[src/rtl/config_chain_loader.sv]
// Host-side configuration scan-chain loader: serialises host words LSB-first onto the chain head,
// pulses set after exactly CHAIN_LEN shifted bits, and captures the old chain contents from the tail.
module config_chain_loader #(
  parameter int WORD_W    = 32,
  parameter int CHAIN_LEN = 1024,
  parameter int CNT_W     = $clog2(CHAIN_LEN + 1)
) (
  input  logic              clk,
  input  logic              rst_n,
  input  logic              start,
  input  logic              word_valid,
  input  logic [WORD_W-1:0] word_data,
  output logic              word_ready,
  output logic              cen,
  output logic              chain_sdo,
  output logic              chain_set,
  input  logic              chain_sdi,
  output logic              rb_valid,
  output logic [WORD_W-1:0] rb_data,
  output logic              busy,
  output logic              done
);

  localparam int KW = $clog2(WORD_W + 1);
  localparam logic [CNT_W-1:0] LAST_BIT = CNT_W'(CHAIN_LEN - 1);
  localparam logic [KW-1:0]    LAST_K   = KW'(WORD_W - 1);

  localparam logic [2:0] IDLE  = 3'd0;
  localparam logic [2:0] FETCH = 3'd1;
  localparam logic [2:0] SHIFT = 3'd2;
  localparam logic [2:0] SET   = 3'd3;
  localparam logic [2:0] DONE  = 3'd4;

  logic [2:0]        state_q, state_d;
  logic [CNT_W-1:0]  bit_cnt_q, bit_cnt_d;
  logic [KW-1:0]     k_q, k_d;
  logic [WORD_W-1:0] shreg_q, shreg_d;
  logic [WORD_W-1:0] rb_q, rb_d;
  logic              rb_valid_q, rb_valid_d;

  always_comb begin
    state_d    = state_q;
    bit_cnt_d  = bit_cnt_q;
    k_d        = k_q;
    shreg_d    = shreg_q;
    rb_d       = rb_q;
    rb_valid_d = 1'b0;
    case (state_q)
      IDLE: begin
        if (start) begin
          bit_cnt_d = '0;
          state_d   = FETCH;
        end
      end
      FETCH: begin
        // Readback word is cleared here so unused bits of a final partial word read as 0.
        if (word_valid) begin
          shreg_d = word_data;
          k_d     = '0;
          rb_d    = '0;
          state_d = SHIFT;
        end
      end
      SHIFT: begin
        shreg_d   = shreg_q >> 1;
        bit_cnt_d = bit_cnt_q + 1'b1;
        k_d       = k_q + 1'b1;
        rb_d      = rb_q | (WORD_W'(chain_sdi) << k_q);
        // Chain length wins over word boundary so the final partial word ends the load.
        if (bit_cnt_q == LAST_BIT) begin
          rb_valid_d = 1'b1;
          state_d    = SET;
        end else if (k_q == LAST_K) begin
          rb_valid_d = 1'b1;
          state_d    = FETCH;
        end
      end
      SET:     state_d = DONE;
      DONE:    state_d = IDLE;
      default: state_d = IDLE;
    endcase
  end

  always_ff @(posedge clk or negedge rst_n) begin
    if (!rst_n) begin
      state_q    <= IDLE;
      bit_cnt_q  <= '0;
      k_q        <= '0;
      shreg_q    <= '0;
      rb_q       <= '0;
      rb_valid_q <= 1'b0;
    end else begin
      state_q    <= state_d;
      bit_cnt_q  <= bit_cnt_d;
      k_q        <= k_d;
      shreg_q    <= shreg_d;
      rb_q       <= rb_d;
      rb_valid_q <= rb_valid_d;
    end
  end

  // Strobes decode straight from state so an async reset silences them immediately.
  assign word_ready = (state_q == FETCH);
  assign cen        = (state_q == SHIFT);
  assign chain_sdo  = cen & shreg_q[0];
  assign chain_set  = (state_q == SET);
  assign done       = (state_q == DONE);
  assign busy       = (state_q != IDLE);
  assign rb_valid   = rb_valid_q;
  assign rb_data    = rb_q;

endmodule
[config.mk]
export PLATFORM = sky130hd
export DESIGN_NAME = config_chain_loader
export DESIGN_NICKNAME = d
export VERILOG_FILES = /design/src/rtl/config_chain_loader.sv
export SDC_FILE = /design/constraint.sdc
export NUM_CORES = 1
export LEC_CHECK = 0
export BUFFER_PORTS_ARGS = -buffer_cell sky130_fd_sc_hd__buf_2
export CORE_MARGIN = 8
export CORE_UTILIZATION = 33
export DETAILED_ROUTE_END_ITERATION = 7
export SYNTH_ARGS = -nofsm -noshare
export SYNTH_HDL_FRONTEND = slang
export SYNTH_SLANG_ARGS = --single-unit
[constraint.sdc]
create_clock -name clk -period 3.75 [get_ports clk]
set_clock_uncertainty 0.05 [all_clocks]
set_input_delay 0.75 -clock clk [delete_from_list [all_inputs] [get_ports clk]]
set_output_delay 0.75 -clock clk [all_outputs]
set_load 0.03 [all_outputs]
==> out/qor.txt, run 1 <==
Status = completed
Final Cell Area = 4410 sq um
Site Rows = 38
DRT Wirelength = 8770 um
Predominant post-synthesis flop cell = dfrtp_1
Placed Cells = 559
Post-CTS Setup Bufs = 0
Min-delay worst type = in2async
Gr ovfl total = 0
IO buf count = 75
Slew Viols, Final = 0
Maximum vdd drop = 0.000362 V
Crit path capture type = output port
Number of global-route vias before repair = 2941
Post-route minimum period = 2.69 ns
Setup violations, final = 0
RSZ-0062 raised after global routing = false
Leading area contributor after synthesis = dfrtp_1
Layout overhead on the synthesized area = 21.0%
DR vias = 2945
Post-route setup TNS = 0 ns
CP startpoint kind = flip-flop
Syn avg cell area = 10.1 sq um
Final hold violations = 0
Htree depth = 3
DR WL/cell = 15.3 um
Die Span Y = 121 um
Dpl cell area = 4170 sq um
Initial Util = 33.7%
Fillers = 1081
Final cell count without fillers = 575
Synthesized area = 3640 sq um
Io pins = 76
Worst slew pin tran = 0.666 ns
WP data required = 2.95 ns
Clock Pin Slew Worst Setup and Hold Paths = 0.08 ns
Die area = 14700 sq um
CTS tree = yes
Longest Clk Path Bufs = 2
Post-synth EDFFs = 0
Drt first pass iters = 5
Die Wd = 121 um
Antenna Nets Post-Route = 0
Pre-CTS setup slack = 1.28 ns
Total core area = 10800 sq um
Headroom to the max-slew limit = 55.5%
Layout cells sized above 1 = 23.0%
Async set-reset flop share out of synthesis = 100%
Initial antenna violation count = 0
GRT Util Overall = 12.3%
CTS Buf Count = 9
Sequential area share after synthesis = 58.4%
Period utilization = 71.8%
Largest net degree at the start of global routing = 42
DR iter-0 viols = 285
Clock Tree Root = clkbuf_8
# clock sinks = 85
Final Util = 40.8%
GP Congestion = 0.736
# nets final = 469
DRC errors left = 0
Synth area leaders = dfrtp_1 58%, nand2_1 8.4%, a22oi_1 5.2%
Crit Path Class = reg2out
Hold_buf cts = 0
Post-Syn Nets = 401
Synthesized instance count = 362
#FFs+latches synth = 85
CP arrival = 1.89 ns
PD cells = 701 nW/um^2
Reg2reg setup slack = 1.28 ns
DP Wirelength = 6180 um
Total of max-cap violations = 0
Critical Path Fanout Max = 12
Max Freq = 0.371 GHz
Setup ws final = 1.06 ns
Post-CTS Resized = 0
Clock Latency Late Sink = 0.35 ns
Post-synth cell types = 41
Share of the synthesized area in the top cell type = 58.4%
Synth warnings = 0
Static Leak = 0.00220 uW
Global-route wire length before repair = 14500 um
Vias per cell = 5.12
Diode count = 0
[worst paths after layout]
kind	startpoint	to	cells past startpoint
worst min register to register	rb_data[27]$_DFFE_PN0P_	rb_data[27]$_DFFE_PN0P_	2
worst min-delay path	rst_n	rb_data[18]$_DFFE_PN0P_	1
worst max-delay path	state_q[1]$_DFFE_PN0P_	chain_sdo	4
min in group clk	rb_data[27]$_DFFE_PN0P_	rb_data[27]$_DFFE_PN0P_	2
max in group asynchronous	rst_n	rb_data[0]$_DFFE_PN0P_	2
worst max register to register	state_q[1]$_DFFE_PN0P_	k_q[2]$_DFFE_PN0P_	7
[power by group]
part           total, uW  switching, uW  internal, uW
registers           1360            210          1150
logic                953            611           342
clock network        772            312           460
[stage by stage]
stage          hold slack, ns  power (uW)
6_report                0.309        3090
3_5_place_dp            0.415        2340
5_1_grt                 0.349        3300
3_3_place_gp            0.407        2310
2_1_floorplan           0.395        2030
4_1_cts                 0.322        3130
[cells by family after synthesis]
family,count (synthesis),synth area share (%)
AOI/OAI and AO/OA,94,17.6
and+or+nand+nor,151,19.6
DFF,85,58.4
muxes,3,0.825
adders and majority gates,2,0.687
buffers and inverters,27,2.89
[per-layer routing]
layer | track usage (%) | up-vias | part of all wire, %
met3 | 4.93 | 10 | 8.3
met2 | 19.0 | 92 | 45
met4 | 3.51 | 0 | 1.0
met1 | 15.4 | 1419 | 46
li1 | - | 1424 | -
met5 | 0 | - | 0
[flip-flops by register name, summed over array words and instances (netlist names)]
register,flops
bit_cnt_q,11
k_q,6
rb_data,32
rb_valid,1
shreg_q,32
state_q,3
[cell usage after synthesis (3+ instances only)]
library cell  instances
a21oi_1               3
a22o_1               19
a22oi_1              25
a31oi_1               4
and3b_1               4
clkbuf_1             21
dfrtp_1              85
mux2i_1               3
nand2_1              81
nand3_1               9
nand3b_1              5
nand4_1               3
nor2_1               22
nor3_1                3
nor3b_1               6
o21ai_0              29
o22ai_1               6
or3_1                 3
[cell usage in the layout (no fill, tap or decap), types with 2 or more instances in the layout]
| master | instances |
|---|---|
| nand2b_1 | 2 |
| a21oi_1 | 3 |
| inv_1 | 2 |
| nor3_1 | 3 |
| clkbuf_8 | 10 |
| nand3_1 | 9 |
| clkbuf_1 | 2 |
| nand2_1 | 81 |
| and3b_1 | 4 |
| nand4_1 | 3 |
| o22ai_1 | 6 |
| bufinv_16 | 3 |
| dfrtp_1 | 85 |
| a22oi_1 | 25 |
| and3_1 | 2 |
| nor3b_1 | 6 |
| buf_4 | 8 |
| mux2i_1 | 3 |
| o211ai_1 | 2 |
| nand3b_1 | 5 |
| buf_2 | 74 |
| or3_1 | 3 |
| ha_1 | 2 |
| and2_1 | 2 |
| a31oi_1 | 4 |
| o31ai_1 | 2 |
| o21ai_0 | 29 |
| nor2_1 | 21 |
| a22o_1 | 19 |
[cell type report]
cell class,count,area (sq um),share of cell area (%)
Inverter,2,7.51,0.170
Clock buffer,12,145,3.29
Tap cell,140,175,3.98
Clock inverter,4,95.1,2.16
Sequential cell,85,2130,48.3
Timing Repair Buffer,82,430,9.77
Multi-Input combinational cell,250,1430,32.4
[critical path, stage by stage, from the launching register on]
cell and delay, ns:
dfrtp_1 0.54, or3b_1 0.41, inv_1 0.23, and2_1 0.17
buf_2 0.19
No activity file was read; power rests on OpenSTA's default activity.
==> run 2, diff against run 1 <==
Clock period 3.75 ns to 2.4 ns, I/O delays scaled along.
==> run 2 against run 1 <==
Net effect: setup slack worse by 0.85 ns; critical endpoint unchanged; clock power is 44% higher; register-to-register slack worse by 0.88 ns; count of clock-buffer cells in the layout is 1 lower; critical path type unchanged; critical path depth stayed put; largest cell class unchanged.
==> out/qor.txt, run 2 (same netlist as run 1, synthesis figures left out) <==
CTS tree = yes
Largest net degree at the start of global routing = 49 (+17%)
DR vias = 2924 (-0.71%)
Layout overhead on the synthesized area = 21.5%
Tot Pwr = 4770 uW (+54%)
Gr ovfl total = 0 (unchanged)
Post-CTS Setup Bufs = 0 (unchanged)
DP Wirelength = 6260 um (+1.4%)
GP Congestion = 0.809 (+9.9%)
Slew Viols, Final = 0 (unchanged)
Post-CTS Resized = 0 (unchanged)
Crit path capture type = output port
Hold_buf cts = 0 (unchanged)
Worst slew pin tran = 0.562 ns (-0.104 ns)
Max Freq = 0.455 GHz
Drt first pass iters = 4 (-1)
Final cell count without fillers = 579 (+0.70%)
CP startpoint kind = flip-flop
Min-delay worst type = in2async
Global-route wire length before repair = 14500 um (+0.19%)
DR WL/cell = 15.0 um (-1.4%)
Final Util = 41.0% (+0.16 points)
DRT Wirelength = 8710 um (-0.73%)
PD cells = 1080 nW/um^2 (+54%)
GRT Util Overall = 12.1% (-0.12 points)
Antenna Nets Post-Route = 0 (unchanged)
Die area = 14700 sq um (unchanged)
DRC errors left = 0 (unchanged)
Placed Cells = 563 (+0.72%)
Post-route setup TNS = 0 ns (unchanged)
Reg2reg end = rb_data[4]$_DFFE_PN0P_
WP data required = 1.87 ns (-1.08 ns)
Clock Pin Slew Worst Setup and Hold Paths = 0.09 ns (about the same)
Commonest cells after routing, fill and taps aside = 85 x dfrtp_1, 81 x nand2_1, 74 x buf_2
Total of max-cap violations = 0 (unchanged)
CP arrival = 1.67 ns (-0.22 ns)
Htree depth = 3 (unchanged)
DR iter-0 viols = 260 (-8.8%)
Io pins = 76 (unchanged)
R2R depth = 5 (-2)
Total core area = 10800 sq um (unchanged)
Post-route minimum period = 2.20 ns
Die Span Y = 121 um (unchanged)
CTS Buf Count = 9 (unchanged)
Reg2reg start = state_q[2]$_DFFE_PN0P_
WHS = 0.0378 ns (-0.271 ns)
Initial Util = 33.7% (unchanged)
# clock sinks = 85 (unchanged)
IO buf count = 75 (unchanged)
Maximum vdd drop = 0.000425 V (+18%)
Initial antenna violation count = 0 (unchanged)
Clock Tree Root = clkbuf_8
Final hold violations = 0 (unchanged)
Period utilization = 91.5%
RSZ-0062 raised after global routing = false
Headroom to the max-slew limit = 62.2% (+6.7 points)
Diode count = 0 (unchanged)
Static Leak = 0.00220 uW (+0.25%)
Critical Path Fanout Max = 6 (-6)
Setup violations, final = 0 (unchanged)
Number of global-route vias before repair = 2874 (-2.3%)
Clock Latency Late Sink = 0.35 ns (about the same)
Commonest non-fill, non-tap cell in the layout = dfrtp_1
Layout cells sized above 1 = 23.7% (+0.70 points)
Status = completed
Site Rows = 38 (unchanged)
Vias per cell = 5.05 (-1.4%)
Crit Path Class = reg2out
Longest Clk Path Bufs = 2 (unchanged)
# nets final = 473 (+0.85%)
Reg2reg setup slack = 0.40 ns (-0.88 ns)
Fillers = 1043 (-3.5%)
Die Wd = 121 um (unchanged)
==> run 2: stage by stage <==
step | instance area, sq um | setup slack [ns]
after floorplan | 3640 | 0.127
after global placement | 4210 | 0.504
after detailed placement | 4210 | 0.412
after CTS | 4420 | 0.166
after global routing | 4420 | 0.0970
final | 4420 | 0.204
==> run 2: routing by layer <==
metal	track usage (%)	routed length, um
met3	4.37	665
met2	19.1	4020
met1	15.4	3940
met5	0	0
met4	3.51	91
==> run 2: final cells by class <==
type	count	area [sq um]	area share (%)
clock buffers	11	131	2.97
clock inverters	5	83.8	1.89
inverters	2	7.51	0.170
multi-input cells	250	1430	32.2
flip-flops and latches	85	2130	48.1
well taps	140	175	3.96
repair buffers	86	473	10.7
==> run 2: critical path: stages, from the launching register on <==
cell     delay (ns)
dfrtp_1        0.40
or3b_1         0.37
inv_1          0.21
and2_1         0.16
buf_2          0.19
==> run 2: how the worst max path moves through the flow <==
stage,from,depth (start not counted),endpoint
2_1_floorplan,state_q[0]$_DFFE_PN0P_,6,chain_sdo
5_1_grt,state_q[0]$_DFFE_PN0P_,4,chain_sdo
6_report,state_q[0]$_DFFE_PN0P_,4,chain_sdo
4_1_cts,state_q[0]$_DFFE_PN0P_,4,chain_sdo
3_3_place_gp,state_q[2]$_DFFE_PN0P_,5,rb_data[8]$_DFFE_PN0P_
3_5_place_dp,state_q[2]$_DFFE_PN0P_,5,rb_data[8]$_DFFE_PN0P_
==> run 2: report_power, final <==
group	switching [uW]	total, uW	internal (uW)
registers	272	2070	1800
clock network	516	1110	591
logic	1010	1590	576
total	1800	4770	2970
